--- config.mk ---
export PLATFORM = sky130hd
export DESIGN_NAME = sd_110_scheduler
export DESIGN_NICKNAME = d
export VERILOG_FILES = /design/src/rtl/sd_110_pkg.sv /design/src/rtl/sd_110_step.sv /design/src/rtl/sd_110_scheduler.sv
export SDC_FILE = /design/constraint.sdc
export NUM_CORES = 1
export LEC_CHECK = 0
export BUFFER_PORTS_ARGS = -buffer_cell sky130_fd_sc_hd__buf_2
export CAP_MARGIN = 20
export CORE_UTILIZATION = 35
export CTS_CLUSTER_SIZE = 8
export DETAILED_ROUTE_END_ITERATION = 7
export HOLD_SLACK_MARGIN = 0.03
export PLACE_DENSITY_LB_ADDON = 0.05
export SKIP_CTS_REPAIR_TIMING = 1
export SYNTH_ARGS = -nofsm -noshare
export SYNTH_HDL_FRONTEND = slang
export SYNTH_HIERARCHICAL = 1
export SYNTH_SLANG_ARGS = --single-unit
--- constraint.sdc ---
create_clock -name clk -period 3.88 [get_ports clk]
set_clock_uncertainty 0.15 [all_clocks]
set_input_delay 0.97 -clock clk [delete_from_list [all_inputs] [get_ports clk]]
set_output_delay 0.97 -clock clk [all_outputs]
set_load 0.05 [all_outputs]
--- src/rtl/sd_110_pkg.sv ---
// Shared state encodings and event helpers for the sd_110 serial-pattern scheduler.
// Used by sd_110_step and sd_110_scheduler.
package sd_110_pkg;

    localparam logic [2:0] S0 = 3'b000;
    localparam logic [2:0] S1 = 3'b001;
    localparam logic [2:0] S2 = 3'b010;
    localparam logic [2:0] S3 = 3'b011;
    localparam logic [2:0] S4 = 3'b100;
    localparam logic [2:0] S5 = 3'b101;

    // A toggle event is entering the "seen 110" region or leaving it again.
    function automatic logic is_toggle_event(input logic [2:0] cur, input logic [2:0] nxt);
        return ((cur == S2) && (nxt == S3)) || ((cur == S5) && (nxt == S0));
    endfunction

    function automatic logic is_toggle_state(input logic [2:0] st);
        return (st == S3) || (st == S4) || (st == S5);
    endfunction

endpackage

--- src/rtl/sd_110_step.sv ---
// Combinational detector step shared by all channels: next state and toggle event
// for one context and one incoming bit.
module sd_110_step
    import sd_110_pkg::*;
(
    input  logic [2:0] state,
    input  logic       din,
    output logic [2:0] next_state,
    output logic       toggle_evt
);

    always_comb begin
        next_state = S0;
        case (state)
            S0:      next_state = din ? S1 : S0;
            S1:      next_state = din ? S2 : S1;
            S2:      next_state = din ? S2 : S3;
            S3:      next_state = din ? S4 : S3;
            S4:      next_state = din ? S5 : S3;
            S5:      next_state = din ? S5 : S0;
            default: next_state = S0;
        endcase
    end

    assign toggle_evt = is_toggle_event(state, next_state);

endmodule

--- src/rtl/sd_110_scheduler.sv ---
// Round-robin time-multiplexed 110-pattern toggle detector over NUM_CH serial channels.
// Optional per-channel saturating match counters are enabled by defining MATCH_COUNT_EN.
module sd_110_scheduler
    import sd_110_pkg::*;
#(
    parameter int NUM_CH = 4,
    parameter int CNT_W  = 8
) (
    input  logic                      clk,
    input  logic                      rst,
    input  logic [NUM_CH-1:0]         in_valid,
    input  logic [NUM_CH-1:0]         in_bit,
    output logic [NUM_CH-1:0]         in_ready,
    input  logic [NUM_CH-1:0]         ch_clr,
    output logic [NUM_CH-1:0]         out_toggle,
    output logic                      match_pulse,
    output logic [$clog2(NUM_CH)-1:0] match_ch,
    input  logic [$clog2(NUM_CH)-1:0] cnt_sel,
    output logic [CNT_W-1:0]          cnt_data
);

    localparam int CH_W = $clog2(NUM_CH);

    logic [2:0]      ctx_q [NUM_CH];
    logic [CH_W-1:0] ptr_q;
    logic            match_pulse_q;
    logic [CH_W-1:0] match_ch_q;

    logic [NUM_CH-1:0] req;
    logic              gnt_any;
    logic [CH_W-1:0]   gnt_idx;
    logic [2:0]        cur_state;
    logic [2:0]        nxt_state;
    logic              step_evt;
    logic              evt;

    // A channel being cleared is never granted, so clear always wins.
    always_comb begin
        int idx;
        logic [CH_W-1:0] idx_w;
        idx      = 0;
        idx_w    = '0;
        req      = in_valid & ~ch_clr & {NUM_CH{~rst}};
        gnt_any  = 1'b0;
        gnt_idx  = '0;
        in_ready = '0;
        for (int k = 0; k < NUM_CH; k++) begin
            idx = int'(ptr_q) + k;
            if (idx >= NUM_CH) begin
                idx = idx - NUM_CH;
            end
            idx_w = CH_W'(idx);
            if (!gnt_any && req[idx_w]) begin
                gnt_any = 1'b1;
                gnt_idx = idx_w;
            end
        end
        if (gnt_any) begin
            in_ready[gnt_idx] = 1'b1;
        end
    end

    assign cur_state = ctx_q[gnt_idx];

    sd_110_step u_step (
        .state      (cur_state),
        .din        (in_bit[gnt_idx]),
        .next_state (nxt_state),
        .toggle_evt (step_evt)
    );

    assign evt = gnt_any & step_evt;

    always_ff @(posedge clk) begin
        if (rst) begin
            for (int i = 0; i < NUM_CH; i++) begin
                ctx_q[i] <= S0;
            end
            ptr_q         <= '0;
            match_pulse_q <= 1'b0;
            match_ch_q    <= '0;
        end else begin
            for (int i = 0; i < NUM_CH; i++) begin
                if (ch_clr[i]) begin
                    ctx_q[i] <= S0;
                end else if (gnt_any && (gnt_idx == CH_W'(i))) begin
                    ctx_q[i] <= nxt_state;
                end
            end
            if (gnt_any) begin
                ptr_q <= (gnt_idx == CH_W'(NUM_CH - 1)) ? '0 : gnt_idx + CH_W'(1);
            end
            match_pulse_q <= evt;
            if (evt) begin
                match_ch_q <= gnt_idx;
            end
        end
    end

    always_comb begin
        out_toggle = '0;
        for (int i = 0; i < NUM_CH; i++) begin
            out_toggle[i] = is_toggle_state(ctx_q[i]);
        end
    end

    assign match_pulse = match_pulse_q;
    assign match_ch    = match_ch_q;

`ifdef MATCH_COUNT_EN
    logic [CNT_W-1:0] cnt_q [NUM_CH];

    always_ff @(posedge clk) begin
        if (rst) begin
            for (int i = 0; i < NUM_CH; i++) begin
                cnt_q[i] <= '0;
            end
        end else begin
            for (int i = 0; i < NUM_CH; i++) begin
                if (ch_clr[i]) begin
                    cnt_q[i] <= '0;
                end else if (evt && (gnt_idx == CH_W'(i)) && (cnt_q[i] != '1)) begin
                    cnt_q[i] <= cnt_q[i] + CNT_W'(1);
                end
            end
        end
    end

    // Guard selects beyond NUM_CH when NUM_CH is not a power of two.
    assign cnt_data = (int'(cnt_sel) < NUM_CH) ? cnt_q[cnt_sel] : '0;
`else
    logic unused_cnt_sel;
    assign unused_cnt_sel = ^cnt_sel;
    assign cnt_data       = '0;
`endif

endmodule

==> out/results.tsv <==
stage	metric	value	unit
logic_synthesis	yosysSeqAreaShare	0.366	
routing	finalWirelength	2.93	mm
routing	wl_per_cell	13.8	µm
clock_network	cts_root_buffer	clkbuf_4	
timing	rsz0062_at_grt	true	
placement	hpwlAfterDp	2.30	mm
placement	placed_cells	206	
placement	placed_area	1510	µm²
logic_synthesis	netlist_area	1260	µm²
critical_path	crit_required	3.77	ns
clock_network	cts_buffers	3	
power	vdd_ir_drop_max	108	µV
power	switching_share	0.348	
global_routing	grt_pass1_vias	989	
timing	max_freq	0.266	GHz
layout	n_antenna_cell	0	
power	pwr_density_cell	316	nW/µm²
layout	stdcell_count	213	
hold_path	min_path_type	register to register	
layout	fillers	353	
layout	syn_to_final_growth	27.6	%
power	p_comb_frac	0.383	
floorplan	initial_utilization	0.371	
power	total_leakage_power	0.000721	µW
critical_path	arrival	3.66	ns
floorplan	dieArea	3840	µm²
power	seq_power_share	0.430	
timing	min_period	3.77	ns
timing	setup_violations	0	
critical_path	critPathCaptureType	register	
timing	drv_slew	0	
logic_synthesis	yosys.cell_types.count	44	
layout	utilization	0.474	
layout	design_area	1610	µm²
critical_path	cp-start-kind	input port	
clock_network	clk_latency	0.29	ns
clock_network	cts_tree	built	
routing	drtAntennaViolNets	0	
clock_network	numClockSinks	17	
timing	holdWs	0.329	ns
logic_synthesis	synth-seq-cells	17	
floorplan	die_w	62.0	µm
flow_run	drv_cap	0	
global_routing	grt_usage	0.169	
clock_network	cts_max_level	1	
routing	drc	0	
routing	first_iter_violations	25	
layout	multi_input_area	729	µm²
clock_network	clk_pin_slew	0.10	ns
layout	nNetsFinal	185	
global_routing	antenna_found_initial	0	
global_routing	grt_remaining_overflow	0	
logic_synthesis	avgSynthCellArea	10.2	µm²
timing	fin_crit_sh	0.970	
timing	postLayoutSetupSlackWorst	0.115	ns
power	p_int	331	µW
floorplan	rows	21	
critical_path	worstSetupPathType	input port to register	
routing	dr.pass1.iters	4	
clock_network	clock_path_buffers	2	
timing	max_slew.worst_pin.slew	0.557	ns
critical_path	cp_max_fo	4	
placement	routabilityCongestion	0.755	
layout	regArea	460	µm²
floorplan	core	3390	µm²
power	p_sw	176	µW
placement	place_ws	-0.237	ns
power	clock_power_share	0.186	
logic_synthesis	syn-instance-count	123	
global_routing	grt_first_pass_wirelength	4.64	mm
routing	vias	1061	
timing	relSlewSlack	0.625	
placement	portBuffers	24	
routing	via_per_inst	4.98	
logic_synthesis	ys_warn_count	6	
layout	drive_gt1_frac	0.389	
floorplan	num_io_pins	35	
global_routing	grt_start_max_net_pins	17	
timing	hold_viol	0	
floorplan	die_h	62.0	µm
outcome	status	finished, final reports clean	
## synthesized netlist by cell type (all sizes together)
cell type	count	area (µm²)
o211a	1	10.0
o21a	1	7.51
and3	2	12.5
nor2	6	22.5
and3b	1	8.76
nand3b	1	7.51
nor2b	5	33.8
o21ai	5	25.0
a41oi	1	8.76
or2b	1	7.51
a311o	2	20.0
conb	1	3.75
nor3	1	5.00
or4	1	7.51
dfxtp	5	100
mux2i	7	70.1
and4	6	52.6
and2	5	31.3
a211o	1	8.76
nand2b	7	51.3
nor3b	5	37.5
nand2	7	26.3
a2bb2oi	1	8.76
nor4b	3	26.3
mux2	1	11.3
ha	1	12.5
a211oi	2	20.0
edfxtp	12	360
clkbuf	2	7.51
inv	5	18.8
mux4	4	93.8
buf	13	105
a21oi	6	30.0
or3	1	6.26
## per-stage QoR
step | TNS [ns] | total power (µW)
after floorplan | 0 | 355
after CTS | -0.101 | 501
after global placement | -1.26 | 401
after detailed placement | -1.58 | 405
final | 0 | 507
after global routing | -0.0128 | 543
## cell type report
cell class                 instances  area share
multi-input combinational         93       0.454
sequential                        17       0.287
timing repair buffer              48       0.195
tap                               46      0.0358
clock buffer                       4      0.0164
inverter                           5      0.0117
## worst max-delay path, stage by stage
cell and delay (ns):
buf_2 0.14, nor4b_4 0.25, mux2i_1 0.12, a211oi_2 0.27
nand2b_4 0.21, buf_4 0.12, buf_4 0.09, mux4_1 0.57
and3b_1 0.21, or4_4 0.54, and4_1 0.17
## kinds of logic after synthesis
| kind of cell | after synthesis | synth area share |
|---|---|---|
| AND/OR/NAND/NOR | 52 | 0.267 |
| AO/OA/AOI/OAI | 20 | 0.110 |
| buffers and inverters | 20 | 0.104 |
| flip-flops | 17 | 0.366 |
| multiplexers | 12 | 0.139 |
| adder cells (fa/ha/maj) | 1 | 0.00994 |
| other | 1 | 0.00298 |
## registers in the layout (all words and copies together), names as in the netlist
register	flops
ctx_q	12
match_pulse	1
ptr_q	2
match_ch	2
## placed cells by master (no fill, tap or decap), types with 2 or more instances in the layout
master and count:
mux2i_1 7, nor2_1 6, nand2b_4 2, a311o_1 2, edfxtp_1 12, mux4_2 3
nor2b_1 3, and3_1 2, and4_1 6, clkbuf_4 3, and2_1 4, inv_1 4
nand2b_1 5, buf_2 23, a21oi_1 6, nor3b_1 5, o21ai_0 5, buf_4 23
dfxtp_1 5, conb_1 8, nor2b_2 2, nand2_1 7
## per-layer routing
layer | routed length [µm] | share of wire | global-route usage
met1 | 1320 | 0.45 | 0.217
met2 | 1510 | 0.51 | 0.290
met3 | 93 | 0.032 | 0.0290
met4 | 15 | 0.0051 | 0.0476
met5 | 0 | 0 | 0
## power by group through the flow
stage / sequential, µW / combinational, µW / clock [µW]
after global placement: 222 / 180 / 0
after global routing: 220 / 210 / 112
after detailed placement: 222 / 183 / 0
after CTS: 218 / 184 / 98.7
after floorplan: 221 / 134 / 0
final: 218 / 194 / 94.5
## final timing paths
path / startpoint / to / slack [ns] / cells past startpoint
setup reg to reg: ptr_q[0] / ctx_q[0][1] / 0.51 / 10
setup / recovery: rst / ctx_q[0][1] / 0.11 / 11
hold / removal: match_ch[0] / match_ch[0] / 0.33 / 2
hold reg to reg: match_ch[0] / match_ch[0] / 0.33 / 2
(Power assumes the default switching activity.)
